<file path="config.mk">
export PLATFORM = sky130hd
export DESIGN_NAME = packet_drainer_flat
export DESIGN_NICKNAME = d
export VERILOG_FILES = /design/src/rtl/packet_drainer_if.sv /design/src/rtl/packet_drainer.sv /design/src/flat_wrapper.sv
export SDC_FILE = /design/constraint.sdc
export NUM_CORES = 1
export LEC_CHECK = 0
export ABC_AREA = 1
export CAP_MARGIN = 20
export CORE_ASPECT_RATIO = 0.6
export CORE_MARGIN = 2
export CORE_UTILIZATION = 50
export CTS_CLUSTER_DIAMETER = 80
export DETAILED_ROUTE_END_ITERATION = 8
export DONT_BUFFER_PORTS = 1
export PLACE_DENSITY = 0.64
export SLEW_MARGIN = 30
export SYNTH_ARGS = -nofsm -noshare
export SYNTH_HDL_FRONTEND = slang
export SYNTH_SLANG_ARGS = --single-unit
</file>
<file path="constraint.sdc">
create_clock -name clk -period 3.15 [get_ports clk]
set_input_delay 0.63 -clock clk [delete_from_list [all_inputs] [get_ports clk]]
set_output_delay 0.63 -clock clk [all_outputs]
set_load 0.01 [all_outputs]
</file>
<file path="src/rtl/packet_drainer_if.sv">
// Packet drainer bus interface.
// Purpose: bundles the packet RAM read port and the outgoing byte stream.
// Signals:
//   rd_addr   {sensor, byte_idx} RAM read address (drainer -> RAM)
//   rd_en     RAM read enable (drainer -> RAM)
//   q         RAM read data, combinational from rd_addr (RAM -> drainer)
//   out_data  stream byte (drainer -> sink)
//   out_valid out_data valid (drainer -> sink)
//   out_ready sink accepts on out_valid & out_ready (sink -> drainer)
//   out_sop   header byte marker (drainer -> sink)
//   out_eop   last data byte marker (drainer -> sink)
// Modports: master = drainer side, slave = RAM/sink side.
interface packet_drainer_if #(
  parameter int DATA_WIDTH  = 8,
  parameter int LOG_SENSORS = 3,
  parameter int LOG_PACKET  = 4
);
  logic [LOG_SENSORS+LOG_PACKET-1:0] rd_addr;
  logic                              rd_en;
  logic [DATA_WIDTH-1:0]             q;
  logic [DATA_WIDTH-1:0]             out_data;
  logic                              out_valid;
  logic                              out_ready;
  logic                              out_sop;
  logic                              out_eop;

  modport master (
    output rd_addr, rd_en, out_data, out_valid, out_sop, out_eop,
    input  q, out_ready
  );

  modport slave (
    input  rd_addr, rd_en, out_data, out_valid, out_sop, out_eop,
    output q, out_ready
  );
endinterface

</file>
<file path="src/rtl/packet_drainer.sv">
// Packet drainer.
// Purpose: tracks which sensor slots hold a complete packet, services them
// round-robin, reads each packet byte by byte from the packet RAM and emits
// a valid/ready byte stream: one header byte (sensor id) then PACKET_LEN
// data bytes.
// Ports:
//   clk, rst   clock and synchronous active-high reset
//   pkt_ready  per-slot 1-cycle pulse: packet fully written
//   bus        RAM read port and output stream (master side)
//   pkt_done   1-cycle pulse after the last byte of a slot is accepted
//   done_id    slot id for pkt_done, held until the next pulse
//   overrun    1-cycle pulse: pkt_ready on an already-pending slot
module packet_drainer #(
  parameter int DATA_WIDTH  = 8,
  parameter int LOG_SENSORS = 3,
  parameter int LOG_PACKET  = 4
) (
  input  logic                          clk,
  input  logic                          rst,
  input  logic [(1<<LOG_SENSORS)-1:0]   pkt_ready,
  packet_drainer_if.master              bus,
  output logic                          pkt_done,
  output logic [LOG_SENSORS-1:0]        done_id,
  output logic                          overrun
);
  localparam int SENSORS    = 1 << LOG_SENSORS;
  localparam int PACKET_LEN = 1 << LOG_PACKET;
  localparam logic [LOG_PACKET-1:0] LAST_IDX = LOG_PACKET'(PACKET_LEN - 1);

  typedef enum logic [1:0] {S_IDLE, S_HEADER, S_BODY} state_t;

  state_t                  state_q, state_d;
  logic [SENSORS-1:0]      pend_q, pend_d;
  logic [LOG_SENSORS-1:0]  cur_q, cur_d;
  logic [LOG_SENSORS-1:0]  last_q, last_d;
  logic [LOG_PACKET-1:0]   idx_q, idx_d;
  logic [DATA_WIDTH-1:0]   out_data_q, out_data_d;
  logic                    out_valid_q, out_valid_d;
  logic                    out_sop_q, out_sop_d;
  logic                    out_eop_q, out_eop_d;
  // Slot that owns the eop byte; cur may already point at the next slot
  // while that byte waits for the sink.
  logic [LOG_SENSORS-1:0]  eop_id_q, eop_id_d;
  logic                    pkt_done_q, pkt_done_d;
  logic [LOG_SENSORS-1:0]  done_id_q, done_id_d;
  logic                    overrun_q, overrun_d;

  logic                    load;
  logic                    found;
  logic [LOG_SENSORS-1:0]  sel;
  logic [LOG_SENSORS-1:0]  cand;
  logic [SENSORS-1:0]      clr;
  logic                    rd_en_c;
  logic [LOG_SENSORS+LOG_PACKET-1:0] rd_addr_c;

  always_comb begin
    state_d     = state_q;
    pend_d      = pend_q;
    cur_d       = cur_q;
    last_d      = last_q;
    idx_d       = idx_q;
    out_data_d  = out_data_q;
    out_valid_d = out_valid_q;
    out_sop_d   = out_sop_q;
    out_eop_d   = out_eop_q;
    eop_id_d    = eop_id_q;
    clr         = '0;
    rd_en_c     = 1'b0;
    rd_addr_c   = '0;
    found       = 1'b0;
    sel         = '0;
    cand        = '0;

    // The output register may advance when empty or when its byte is taken.
    load = !out_valid_q || bus.out_ready;

    // Round-robin: first pending slot strictly after last, wrapping.
    for (int k = 1; k <= SENSORS; k++) begin
      cand = last_q + LOG_SENSORS'(k);
      if (!found && pend_q[cand]) begin
        found = 1'b1;
        sel   = cand;
      end
    end

    case (state_q)
      S_IDLE: begin
        if (load) begin
          out_valid_d = 1'b0;
          out_sop_d   = 1'b0;
          out_eop_d   = 1'b0;
        end
        if (found) begin
          cur_d      = sel;
          last_d     = sel;
          clr[sel]   = 1'b1;
          state_d    = S_HEADER;
        end
      end
      S_HEADER: begin
        if (load) begin
          out_data_d  = DATA_WIDTH'(cur_q);
          out_sop_d   = 1'b1;
          out_eop_d   = 1'b0;
          out_valid_d = 1'b1;
          idx_d       = '0;
          state_d     = S_BODY;
        end
      end
      S_BODY: begin
        rd_en_c   = 1'b1;
        rd_addr_c = {cur_q, idx_q};
        if (load) begin
          out_data_d  = bus.q;
          out_sop_d   = 1'b0;
          out_valid_d = 1'b1;
          idx_d       = idx_q + 1'b1;
          if (idx_q == LAST_IDX) begin
            out_eop_d = 1'b1;
            eop_id_d  = cur_q;
            state_d   = S_IDLE;
          end
        end
      end
      default: state_d = S_IDLE;
    endcase

    // A new pulse wins over the clear of the slot being selected.
    pend_d     = (pend_q & ~clr) | pkt_ready;
    overrun_d  = |(pkt_ready & pend_q & ~clr);
    pkt_done_d = out_valid_q && bus.out_ready && out_eop_q;
    done_id_d  = pkt_done_d ? eop_id_q : done_id_q;
  end

  always_ff @(posedge clk) begin
    if (rst) begin
      state_q     <= S_IDLE;
      pend_q      <= '0;
      cur_q       <= '0;
      last_q      <= LOG_SENSORS'(SENSORS - 1);
      idx_q       <= '0;
      out_data_q  <= '0;
      out_valid_q <= 1'b0;
      out_sop_q   <= 1'b0;
      out_eop_q   <= 1'b0;
      eop_id_q    <= '0;
      pkt_done_q  <= 1'b0;
      done_id_q   <= '0;
      overrun_q   <= 1'b0;
    end else begin
      state_q     <= state_d;
      pend_q      <= pend_d;
      cur_q       <= cur_d;
      last_q      <= last_d;
      idx_q       <= idx_d;
      out_data_q  <= out_data_d;
      out_valid_q <= out_valid_d;
      out_sop_q   <= out_sop_d;
      out_eop_q   <= out_eop_d;
      eop_id_q    <= eop_id_d;
      pkt_done_q  <= pkt_done_d;
      done_id_q   <= done_id_d;
      overrun_q   <= overrun_d;
    end
  end

  assign bus.rd_en     = rd_en_c;
  assign bus.rd_addr   = rd_addr_c;
  assign bus.out_data  = out_data_q;
  assign bus.out_valid = out_valid_q;
  assign bus.out_sop   = out_sop_q;
  assign bus.out_eop   = out_eop_q;
  assign pkt_done      = pkt_done_q;
  assign done_id       = done_id_q;
  assign overrun       = overrun_q;
endmodule
</file>
<file path="src/flat_wrapper.sv">
// flat-port wrapper written by rule: the top's interface ports become plain ports
module packet_drainer_flat 
#(
  parameter int DATA_WIDTH  = 8,
  parameter int LOG_SENSORS = 3,
  parameter int LOG_PACKET  = 4
)
  (clk, rst, pkt_ready, pkt_done, done_id, overrun, bus_rd_addr, bus_rd_en, bus_out_data, bus_out_valid, bus_out_sop, bus_out_eop, bus_q, bus_out_ready);
  packet_drainer_if #(.DATA_WIDTH(DATA_WIDTH), .LOG_SENSORS(LOG_SENSORS), .LOG_PACKET(LOG_PACKET)) bus_i ();
  input  logic clk;
  input  logic rst;
  input  logic [(1<<LOG_SENSORS)-1:0] pkt_ready;
  output logic pkt_done;
  output logic [LOG_SENSORS-1:0] done_id;
  output logic overrun;
  output wire logic [$bits(bus_i.rd_addr)-1:0] bus_rd_addr;
  output wire logic [$bits(bus_i.rd_en)-1:0] bus_rd_en;
  output wire logic [$bits(bus_i.out_data)-1:0] bus_out_data;
  output wire logic [$bits(bus_i.out_valid)-1:0] bus_out_valid;
  output wire logic [$bits(bus_i.out_sop)-1:0] bus_out_sop;
  output wire logic [$bits(bus_i.out_eop)-1:0] bus_out_eop;
  input wire logic [$bits(bus_i.q)-1:0] bus_q;
  input wire logic [$bits(bus_i.out_ready)-1:0] bus_out_ready;
  assign bus_rd_addr = bus_i.rd_addr;
  assign bus_rd_en = bus_i.rd_en;
  assign bus_out_data = bus_i.out_data;
  assign bus_out_valid = bus_i.out_valid;
  assign bus_out_sop = bus_i.out_sop;
  assign bus_out_eop = bus_i.out_eop;
  assign bus_i.q = bus_q;
  assign bus_i.out_ready = bus_out_ready;
  packet_drainer #(.DATA_WIDTH(DATA_WIDTH), .LOG_SENSORS(LOG_SENSORS), .LOG_PACKET(LOG_PACKET)) u_core (.clk(clk), .rst(rst), .pkt_ready(pkt_ready), .bus(bus_i), .pkt_done(pkt_done), .done_id(done_id), .overrun(overrun));
endmodule
</file>
==> impl_metrics.toml, run 1 <==
[global_routing]
grt-busiest-layer = "met1"
grt_pass1_vias = 1942
grt_max_degree = 20
overflow = 0
grt_util_met3_pct = 8.84
antenna_found_initial = 0
use_met2_pct = 26.4
grt_pass1_wl_mm = 9.98
grt_use_total_pct = 22.3
grt_use_met1_pct = 35.4

[final_layout]
final_nets = 409
final_cells = 449
areaGrowthSynthToFinish_pct = 6.89
diodes = 0
mostFrequentLayoutCells = "nand2_1 (92), nor2_1 (44), inv_1 (43)"
design_area_sq_mm = 0.00276
layout_commonest_cell = "nand2_1"
drive_above_1_share_pct = 14.6

[die]
initial_core_util_pct = 51.5
dieArea_sq_mm = 0.00576
fp.coreArea_sq_mm = 0.00500
die_y_um = 59.6
rows = 20
ios = 43
die_w_um = 96.7

[drt]
avgRoutedWirePerCell_um = 14.1
drt_iter0_drc = 165
viasPerCell = 5.29
vias = 2374
route.antenna.remaining_nets = 0
totalWireLength_mm = 6.34
drc = 0
first_pass_iters = 5

[hold_path]
holdPathStages = 1
min_path_type = "input pin to flop"
min_from = "rst"
min_to = "u_core.overrun"

[placed_design]
gp_congestion = 0.962
placed_cells = 441
port_buffers = 0
dpl_cell_area_sq_mm = 0.00264
hpwl_mm = 4.99

[job]
maxCapViolCount = 0

[pwr]
p_leak_nw = 1.32
p_clk_share_pct = 11.8
swShare_pct = 54.7
p_seq_share_pct = 21.6
p_switching_mw = 2.06
max-vdd-ir-drop_mv = 0.450
cellPowerDensity_mw_per_mm2 = 1360
totalPowerFinal_mw = 3.76
comb_power_share_pct = 66.6
intPower_mw = 1.70

[yosys]
avgSynthCellArea_sq_um = 6.80
syn_inst = 379
ys_seq_area_share_pct = 30.3
synth_cell_types = 41
syn-cell-area_sq_mm = 0.00258
ys_warn_count = 0
synth_seq_cells = 39
synth_nets = 406

[sta]
rsz0062_at_grt = "false"
finClkSkew_ps = 8.19
fin_crit_ps = 2810
finalCritPeriodShare_pct = 89.1
hold_violations = 0
clock.fmax_mhz = 356
max-slew-margin-rel_pct = 53.8
setup_violations = 0
finalSetupTns_ps = 0
worstMarginPinSlew_ps = 689
slew_violations = 0

[worst_setup_path]
worstReg2RegEnd = "u_core.overrun"
path_class = "flop to flop"
endpoint_kind = "flop"
cp-startpoint = "u_core.last_q[0]"
path_max_fanout = 11
reg2reg_slack_ps = 340
cp-start-kind = "flop"
cp.required_ps = 3350
reg2reg_depth = 18
timing.rr.start = "u_core.last_q[0]"
worstPathArrival_ps = 3010

[clock_network]
ctsRootBufferMaster = "clkbuf_8"
clockBufferDepth = 2
postCtsSetupBuffers = 0
cts_resized = 0
cts_sinks = 39
clock_latency_ps = 300
cts_max_level = 2
clk_pin_slew_ps = 80
holdBufCountCts = 0
cts_tree = "built"
cts_made_buffers = 5

[status]
status = "completed"
[critical path, stage by stage (launching register included)]
cell	delay, ps
dfxtp_1	380
inv_4	110
ha_1	370
inv_1	200
nand3_2	150
nand3_2	130
nand2_4	100
nor2_8	140
nand4_4	140
nor2_8	170
nand3_1	110
nand3_2	140
inv_2	50
nor2_2	120
nand2_1	90
nand2_1	80
nand2_1	50
nor2_1	100
a21oi_1	60
[cell type report]
type / instances / area (sq um)
fill: 493 / 2250
multi-input combinational: 279 / 1540
sequential: 39 / 781
inverter: 51 / 194
clock buffer: 6 / 82.6
tap: 66 / 82.6
timing repair buffer: 6 / 45.0
clock inverter: 2 / 35.0
[sequential cells by signal, indices dropped and copies added (netlist names)]
register and cells:
u_core.idx_q 4, u_core.bus.out_valid 1, u_core.eop_id_q 3, u_core.bus.out_eop 1, u_core.overrun 1, u_core.pend_q 8, u_core.pkt_done 1, u_core.cur_q 3
u_core.done_id 3, u_core.last_q 3, u_core.bus.out_data 8, u_core.bus.out_sop 1, u_core.state_q 2
[how the worst max path moves through the flow]
stage | endpoint | slack [ps] | cells after the start
3_5_place_dp | u_core.overrun | 370 | 18
6_report | u_core.overrun | 340 | 18
2_1_floorplan | u_core.overrun | 490 | 21
3_3_place_gp | u_core.overrun | 410 | 18
5_1_grt | u_core.overrun | 150 | 18
4_1_cts | u_core.overrun | 370 | 18
[power by group through the flow]
stage                     registers, mW  clock network (mW)  logic [mW]
after detailed placement          0.822                   0        2.44
after floorplan                   0.764                   0        2.01
after CTS                         0.811               0.454        2.46
after global placement            0.820                   0        2.44
after global routing              0.830               0.472        2.79
final                             0.811               0.445        2.50
[per-stage QoR]
step                      setup slack, ps  hold slack (ps)  utilization, %
after floorplan                       493              438               -
after global placement                406              444            52.7
after detailed placement              372              446            52.7
after CTS                             365              380            55.1
after global routing                  153              379            55.1
final                                 345              384            55.1
[metal layers]
metal	part of all wire (%)	wire (um)
met5	0	0
met3	11	683
met4	0.87	55
met1	54	3420
met2	34	2180
[Yosys cell counts, drive strengths merged]
library cell / instances / share of area [%]
nand2: 103 / 17
inv: 50 / 7.4
nor2: 49 / 8.9
dfxtp: 39 / 30
nand3: 39 / 9.9
a21oi: 24 / 4.8
o21ai: 21 / 4.2
ha: 8 / 3.9
nor3: 8 / 1.6
buf: 6 / 2.0
o21bai: 5 / 1.5
a31oi: 4 / 1.2
clkbuf: 4 / 0.58
nand4: 4 / 1.6
o211ai: 4 / 1.2
xor2: 3 / 1.3
xnor2: 2 / 0.68
a221oi: 1 / 0.34
a311oi: 1 / 0.34
clkinv: 1 / 0.15
nand3b: 1 / 0.44
o221ai: 1 / 0.34
or2: 1 / 0.24
[cells by family after synthesis]
| group | count (synthesis) | synth area share [%] |
|---|---|---|
| adder cells (fa/ha/maj) | 8 | 3.88 |
| XOR/XNOR | 5 | 1.99 |
| flip-flops | 39 | 30.3 |
| buffers and inverters | 61 | 10.1 |
| AO/OA/AOI/OAI | 61 | 13.9 |
| AND/OR/NAND/NOR | 205 | 39.8 |
Power figures use the tool's default switching activity.
==> run 2: changes to the inputs <==
--- a/config.mk
+++ b/config.mk
@@ -14,7 +14,6 @@
 export DETAILED_ROUTE_END_ITERATION = 8
 export DONT_BUFFER_PORTS = 1
 export PLACE_DENSITY = 0.64
-export SLEW_MARGIN = 30
 export SYNTH_ARGS = -nofsm -noshare
 export SYNTH_HDL_FRONTEND = slang
 export SYNTH_SLANG_ARGS = --single-unit
==> results of run 2 <==
Same layout as run 1: the final DEF is identical, and so are final timing and power.
